**src/rtl/store_drain_if.sv**
```systemverilog
// Signal bundle for the store drain buffer: retired-store input, data-memory write port,
// load forwarding query and status flags.
interface store_drain_if;
    logic        store_wb;
    logic [31:0] st_addr;
    logic [31:0] st_data;
    logic        st_sh;
    logic        mem_we;
    logic [31:0] mem_addr;
    logic [31:0] mem_wdata;
    logic [3:0]  mem_be;
    logic        mem_ack;
    logic        ld_query;
    logic [31:0] ld_addr;
    logic        fwd_hit;
    logic [31:0] fwd_data;
    logic [3:0]  fwd_be;
    logic        full;
    logic        empty;
    logic        misalign_err;
    logic        overflow_err;

    modport slave (
        input  store_wb, st_addr, st_data, st_sh, mem_ack, ld_query, ld_addr,
        output mem_we, mem_addr, mem_wdata, mem_be, fwd_hit, fwd_data, fwd_be,
               full, empty, misalign_err, overflow_err
    );

    modport master (
        output store_wb, st_addr, st_data, st_sh, mem_ack, ld_query, ld_addr,
        input  mem_we, mem_addr, mem_wdata, mem_be, fwd_hit, fwd_data, fwd_be,
               full, empty, misalign_err, overflow_err
    );
endinterface

```
**src/rtl/store_drain.sv**
```systemverilog
// Committed-store buffer: queues retired sw/sh stores, drains them one per cycle to data
// memory and forwards buffered data to younger loads.
module store_drain #(
    parameter int unsigned DEPTH = 4
) (
    input logic          clk,
    input logic          reset,
    store_drain_if.slave bus
);
    localparam int unsigned PW = (DEPTH > 1) ? $clog2(DEPTH) : 1;
    localparam int unsigned CW = $clog2(DEPTH + 1);

    typedef struct packed {
        logic [29:0] word_addr;
        logic [31:0] wdata;
        logic [3:0]  be;
    } entry_t;

    typedef enum logic {IDLE = 1'b0, WRITE = 1'b1} state_t;

    entry_t        fifo_q [DEPTH];
    logic [PW-1:0] w_ptr_q, r_ptr_q;
    logic [CW-1:0] count_q;
    state_t        state_q, state_d;
    logic          mem_we_q, mem_we_d;
    logic [31:0]   mem_addr_q, mem_addr_d;
    logic [31:0]   mem_wdata_q, mem_wdata_d;
    logic [3:0]    mem_be_q, mem_be_d;
    logic          misalign_q, overflow_q;

    entry_t        new_entry, head, next_head;
    logic          aligned, is_full, pop, push;
    logic          fwd_hit_c;
    logic [31:0]   fwd_data_c;
    logic [3:0]    fwd_be_c;
    logic [PW-1:0] idx;
    logic          unused_ld_lo;

    assign unused_ld_lo = ^bus.ld_addr[1:0];

    // Alignment check and lane placement of the retiring store
    always_comb begin
        aligned             = bus.st_sh ? ~bus.st_addr[0] : (bus.st_addr[1:0] == 2'b00);
        new_entry.word_addr = bus.st_addr[31:2];
        new_entry.wdata     = bus.st_data;
        new_entry.be        = 4'b1111;
        if (bus.st_sh) begin
            if (bus.st_addr[1]) begin
                new_entry.wdata = {bus.st_data[15:0], 16'h0000};
                new_entry.be    = 4'b1100;
            end else begin
                new_entry.wdata = {16'h0000, bus.st_data[15:0]};
                new_entry.be    = 4'b0011;
            end
        end
    end

    assign is_full   = (count_q == CW'(DEPTH));
    assign pop       = (state_q == WRITE) && bus.mem_ack;
    assign push      = bus.store_wb && aligned && (!is_full || pop);
    assign head      = fifo_q[r_ptr_q];
    assign next_head = fifo_q[r_ptr_q + PW'(1)];

    // FIFO storage, pointers, occupancy and error pulses
    always_ff @(posedge clk or negedge reset) begin
        if (!reset) begin
            for (int unsigned i = 0; i < DEPTH; i++) fifo_q[i] <= '0;
            w_ptr_q    <= '0;
            r_ptr_q    <= '0;
            count_q    <= '0;
            misalign_q <= 1'b0;
            overflow_q <= 1'b0;
        end else begin
            if (push) begin
                fifo_q[w_ptr_q] <= new_entry;
                w_ptr_q         <= w_ptr_q + PW'(1);
            end
            if (pop) r_ptr_q <= r_ptr_q + PW'(1);
            count_q    <= count_q + CW'(push) - CW'(pop);
            misalign_q <= bus.store_wb && !aligned;
            overflow_q <= bus.store_wb && aligned && is_full && !pop;
        end
    end

    // Drain FSM: head entry is loaded into the write registers and held until acked
    always_comb begin
        state_d     = state_q;
        mem_we_d    = mem_we_q;
        mem_addr_d  = mem_addr_q;
        mem_wdata_d = mem_wdata_q;
        mem_be_d    = mem_be_q;
        unique case (state_q)
            IDLE: begin
                if (count_q != '0) begin
                    state_d     = WRITE;
                    mem_we_d    = 1'b1;
                    mem_addr_d  = {head.word_addr, 2'b00};
                    mem_wdata_d = head.wdata;
                    mem_be_d    = head.be;
                end
            end
            WRITE: begin
                if (bus.mem_ack) begin
                    if (count_q > CW'(1)) begin
                        mem_addr_d  = {next_head.word_addr, 2'b00};
                        mem_wdata_d = next_head.wdata;
                        mem_be_d    = next_head.be;
                    end else begin
                        state_d  = IDLE;
                        mem_we_d = 1'b0;
                    end
                end
            end
            default: begin
                state_d  = IDLE;
                mem_we_d = 1'b0;
            end
        endcase
    end

    always_ff @(posedge clk or negedge reset) begin
        if (!reset) begin
            state_q     <= IDLE;
            mem_we_q    <= 1'b0;
            mem_addr_q  <= '0;
            mem_wdata_q <= '0;
            mem_be_q    <= '0;
        end else begin
            state_q     <= state_d;
            mem_we_q    <= mem_we_d;
            mem_addr_q  <= mem_addr_d;
            mem_wdata_q <= mem_wdata_d;
            mem_be_q    <= mem_be_d;
        end
    end

    // Forwarding scans oldest to youngest so the youngest match wins
    always_comb begin
        fwd_hit_c  = 1'b0;
        fwd_data_c = '0;
        fwd_be_c   = '0;
        idx        = '0;
        for (int unsigned i = 0; i < DEPTH; i++) begin
            idx = r_ptr_q + PW'(i);
            if (bus.ld_query && (CW'(i) < count_q) &&
                (fifo_q[idx].word_addr == bus.ld_addr[31:2])) begin
                fwd_hit_c  = 1'b1;
                fwd_data_c = fifo_q[idx].wdata;
                fwd_be_c   = fifo_q[idx].be;
            end
        end
    end

    assign bus.mem_we       = mem_we_q;
    assign bus.mem_addr     = mem_addr_q;
    assign bus.mem_wdata    = mem_wdata_q;
    assign bus.mem_be       = mem_be_q;
    assign bus.fwd_hit      = fwd_hit_c;
    assign bus.fwd_data     = fwd_data_c;
    assign bus.fwd_be       = fwd_be_c;
    assign bus.full         = is_full;
    assign bus.empty        = (count_q == '0);
    assign bus.misalign_err = misalign_q;
    assign bus.overflow_err = overflow_q;
endmodule

```
**src/flat_wrapper.sv**
```systemverilog
// flat-port wrapper written by rule: the top's interface ports become plain ports
module store_drain_flat 
#(
    parameter int unsigned DEPTH = 4
)
  (clk, reset, bus_store_wb, bus_st_addr, bus_st_data, bus_st_sh, bus_mem_ack, bus_ld_query, bus_ld_addr, bus_mem_we, bus_mem_addr, bus_mem_wdata, bus_mem_be, bus_fwd_hit, bus_fwd_data, bus_fwd_be, bus_full, bus_empty, bus_misalign_err, bus_overflow_err);
  store_drain_if bus_i ();
  input logic clk;
  input logic reset;
  input wire logic [$bits(bus_i.store_wb)-1:0] bus_store_wb;
  input wire logic [$bits(bus_i.st_addr)-1:0] bus_st_addr;
  input wire logic [$bits(bus_i.st_data)-1:0] bus_st_data;
  input wire logic [$bits(bus_i.st_sh)-1:0] bus_st_sh;
  input wire logic [$bits(bus_i.mem_ack)-1:0] bus_mem_ack;
  input wire logic [$bits(bus_i.ld_query)-1:0] bus_ld_query;
  input wire logic [$bits(bus_i.ld_addr)-1:0] bus_ld_addr;
  output wire logic [$bits(bus_i.mem_we)-1:0] bus_mem_we;
  output wire logic [$bits(bus_i.mem_addr)-1:0] bus_mem_addr;
  output wire logic [$bits(bus_i.mem_wdata)-1:0] bus_mem_wdata;
  output wire logic [$bits(bus_i.mem_be)-1:0] bus_mem_be;
  output wire logic [$bits(bus_i.fwd_hit)-1:0] bus_fwd_hit;
  output wire logic [$bits(bus_i.fwd_data)-1:0] bus_fwd_data;
  output wire logic [$bits(bus_i.fwd_be)-1:0] bus_fwd_be;
  output wire logic [$bits(bus_i.full)-1:0] bus_full;
  output wire logic [$bits(bus_i.empty)-1:0] bus_empty;
  output wire logic [$bits(bus_i.misalign_err)-1:0] bus_misalign_err;
  output wire logic [$bits(bus_i.overflow_err)-1:0] bus_overflow_err;
  assign bus_i.store_wb = bus_store_wb;
  assign bus_i.st_addr = bus_st_addr;
  assign bus_i.st_data = bus_st_data;
  assign bus_i.st_sh = bus_st_sh;
  assign bus_i.mem_ack = bus_mem_ack;
  assign bus_i.ld_query = bus_ld_query;
  assign bus_i.ld_addr = bus_ld_addr;
  assign bus_mem_we = bus_i.mem_we;
  assign bus_mem_addr = bus_i.mem_addr;
  assign bus_mem_wdata = bus_i.mem_wdata;
  assign bus_mem_be = bus_i.mem_be;
  assign bus_fwd_hit = bus_i.fwd_hit;
  assign bus_fwd_data = bus_i.fwd_data;
  assign bus_fwd_be = bus_i.fwd_be;
  assign bus_full = bus_i.full;
  assign bus_empty = bus_i.empty;
  assign bus_misalign_err = bus_i.misalign_err;
  assign bus_overflow_err = bus_i.overflow_err;
  store_drain #(.DEPTH(DEPTH)) u_core (.clk(clk), .reset(reset), .bus(bus_i));
endmodule
```
**config.mk**
```make
export PLATFORM = sky130hd
export DESIGN_NAME = store_drain_flat
export DESIGN_NICKNAME = d
export VERILOG_FILES = /design/src/rtl/store_drain_if.sv /design/src/rtl/store_drain.sv /design/src/flat_wrapper.sv
export SDC_FILE = /design/constraint.sdc
export NUM_CORES = 1
export LEC_CHECK = 0
export BUFFER_PORTS_ARGS = -buffer_cell sky130_fd_sc_hd__buf_2
export CORE_MARGIN = 2
export CORE_UTILIZATION = 30
export DETAILED_ROUTE_END_ITERATION = 8
export SETUP_SLACK_MARGIN = 0.5
export SLEW_MARGIN = 20
export SYNTH_ARGS = -nofsm -noshare
export SYNTH_HDL_FRONTEND = slang
export SYNTH_SLANG_ARGS = --single-unit
```
**constraint.sdc**
```tcl
create_clock -name clk -period 9.8 [get_ports clk]
set_clock_uncertainty 0.05 [all_clocks]
set_input_delay 0 -clock clk [delete_from_list [all_inputs] [get_ports clk]]
set_output_delay 0 -clock clk [all_outputs]
set_load 0.005 [all_outputs]
```
==> reports/qor.txt <==
adder-cell share of the synthesized area: 0.5158%
root buf cell: clkbuf_16
gpl congestion: 0.9108
EDFF count, synth: 0
Die Wd: 282.6 µm
clock power share: 15.9%
Seq/Total Area, Yosys: 35.57%
XOR/XNOR Fraction of Synth Area: 3.535%
Area growth syn-to-layout: 16.36%
vias in the first global route: 18,630
area of the mapped netlist: 23,290 µm²
Max transition margin: 33.10%
Required @ worst endpoint: 9.75 ns
complex-gate fraction of the synthesized area: 10.93%
crit path DAT: 6.00 ns
CTS Buf Count: 41
cell count after synthesis: 2,082
synth unique cells: 76
Final HPWL DP: 53,450 µm
final hold viol count: 0
Seq pwr share: 28.9%
Routed Antenna Nets: 0
share of async-settable or async-resettable flops after synthesis: 100.0%
met2 GRT Util: 32.87%
met1 GRT Util: 25.16%
Sw Pwr: 4.241 mW
row count: 102
Final nets: 2,345
H-Tree Depth: 2
most frequent cells in the layout: 328 x dfrtp_1, 223 x mux2i_1, 206 x buf_2, 189 x nand2_1, 150 x o21ai_0
Port Buffer Count: 207
share of cells above drive strength 1: 31.05%
first-pass GRT wire length: 118,600 µm
FMAX: 165.4 MHz
worst hold-check path type: primary input to asynchronous set/reset pin
Final Max Slew Viols: 0
die height: 282.6 µm
ys flop type: dfrtp_1
final worst path period need: 6.046 ns
Tcrit/Tclk final: 61.69%
antenna violations before repair: 10
die area: 79,870 µm²
Top Ports: 212
crit path launch: u_core.r_ptr_q[0]
DRC: 0
Setup WS post-layout: 3.754 ns
mux cell area share after synthesis: 34.27%
vias: 18,450
Setup TNS Final: 0 ns
worst-path fanout max: 60
simple-gate share of the synthesized area: 10.46%
Gates resized, CTS repair: 0
Clock Tree Buf Depth: 3
largest family of logic cells by synthesized area: multiplexers
RSZ-0062 raised after global routing: no
design area: 27,100 µm²
Power, Total: 9.843 mW
Post-Place Worst Slack: 4.234 ns
Initial Utilization: 30.16%
core area: 77,210 µm²
global-route met3 utilization: 3.948%
Max VDD drop: 0.2121 mV
routed len/inst: 24.02 µm
clk_lat worst skew: 0.60 ns
Gate power share: 55.2%
Crit Path Category: flip-flop to primary output
CP startpoint kind: flip-flop
1st-iter DRT viols: 1,613
reg2reg start: u_core.r_ptr_q[0]
largest net degree at the start of global routing: 129
status: completed
CTS tree: yes
Placed Area: 24,930 µm²
Worst setup EP type: primary output
Seq cells post-synth: 331
Least-Margin Pin Slew: 1.003 ns
clock transition at the registers of the reported paths: 0.06 ns
Sw Share: 43.09%
TritonRoute pass-1 iters: 6
commonest non-fill, non-tap cell in the layout: dfrtp_1
Finish-stage setup viols: 0
max_cap viols: 0
Synth warnings: 0
post-synthesis average cell area: 11.19 µm²
Routed Wire Length: 79,560 µm
Cell Pwr Density: 363.3 nW/µm²
GR Overflow Total: 0
GRT Total Usage: 19.66%
drt via density: 5.570
internal power: 5.602 mW
global route hottest layer: met2
# clock sinks: 331
Static Leak: 11.68 nW
layout make-up:
class                      instances  area (µm²)
sequential                       331        8294
clock buffer                      58        1170
fill                            7643       50120
timing repair buffer             307        2036
clock inverter                    18       211.5
tap                             1040        1301
antenna                            6       15.01
multi-input combinational       1537       14010
inverter                          16       60.06
state kept, by name (all words and copies together) (netlist names):
signal / count
u_core.fifo_q: 256
u_core.bus.mem_be: 2
u_core.bus.overflow_err: 1
u_core.count_q: 3
u_core.bus.mem_addr: 30
u_core.state_q: 1
u_core.r_ptr_q: 2
u_core.w_ptr_q: 2
u_core.bus.mem_wdata: 32
u_core.bus.misalign_err: 1
u_core.bus.mem_we: 1
critical path, stage by stage, from the launching register on:
cell       delay [ns]
dfrtp_4          0.68
buf_4            0.80
mux2i_1          0.52
o22ai_1          0.13
nor4bb_1         0.32
o22ai_1          0.13
or4_1            0.62
a2111oi_4        0.22
buf_4            0.55
nor2b_4          0.06
buf_4            0.36
a221oi_1         0.67
buf_2            0.23
through the flow:
stage | cells | hold slack (ns) | util, %
after global placement | 3158 | 0.07103 | 32.29
after floorplan | 2083 | -0.3456 | -
final | 3313 | 0.07660 | 35.09
after CTS | 3305 | 0.07285 | 35.00
after global routing | 3312 | 0.1324 | 35.09
after detailed placement | 3158 | 0.09669 | 32.29
power groups by stage:
stage	clock network [mW]	logic [mW]	registers (mW)
finish	1.56	5.43	2.85
CTS	1.61	5.45	2.83
global placement	0	5.30	2.75
global route	1.67	5.87	2.96
floorplan	0	4.14	2.55
detailed placement	0	5.40	2.85
kinds of logic after synthesis:
logic type / count (synthesis)
multiplexers: 544
AND/OR/NAND/NOR: 508
AO/OA/AOI/OAI: 380
flip-flops: 331
buffers and inverters: 215
XOR/XNOR: 94
adder cells (fa/ha/maj): 9
other: 1
synthesized netlist by cell type (4+ instances only):
library cell	n	share of area, %
o21ai_0	150	3.2
ha_1	8	0.43
nor3_2	29	1.2
inv_1	14	0.23
a2111oi_0	4	0.15
buf_6	11	0.53
mux4_2	123	12
mux2i_1	223	9.6
xnor2_1	58	2.2
nand2b_1	6	0.16
mux4_4	53	5.7
xor2_1	36	1.4
nor3_1	13	0.28
nor4_1	7	0.19
nor2b_1	44	1.2
a211oi_1	9	0.29
a22oi_1	24	0.77
dfrtp_1	331	36
buf_8	5	0.32
clkbuf_1	100	1.6
a221oi_1	7	0.26
mux2_2	141	6.8
nand3_1	40	0.86
a31oi_1	4	0.11
o211ai_1	4	0.13
buf_4	19	0.61
buf_2	26	0.56
nand2_1	193	3.1
nor2_1	132	2.1
buf_1	31	0.50
a21oi_1	92	2.0
or4_1	6	0.19
a221oi_2	30	1.9
a2bb2oi_1	5	0.19
o2bb2ai_1	7	0.26
o22ai_1	14	0.38
nand4_1	22	0.59
repair_timing:
item                                   in CTS  in global routing
endpoints found under the hold margin     364                  0
setup buffers                               0                  0
hold buffers                               71                  0
worst paths after layout:
check / slack (ns) / end / depth (start not counted)
max in group asynchronous: 8.16 / u_core.fifo_q[33] / 3
setup / recovery: 3.75 / bus_fwd_data[31] / 12
setup reg to reg: 6.19 / u_core.bus.mem_wdata[25] / 5
hold reg to reg: 0.45 / u_core.bus.mem_addr[26] / 1
hold / removal: 0.08 / u_core.fifo_q[218] / 2
min in group clk: 0.15 / u_core.state_q / 3
per-layer routing:
layer / part of all wire [%] / wire length (µm)
met1: 41 / 32870
met2: 48 / 38500
met3: 6.6 / 5222
met4: 3.7 / 2918
met5: 0.063 / 50
Note: power is estimated with default switching activity, not from simulation.
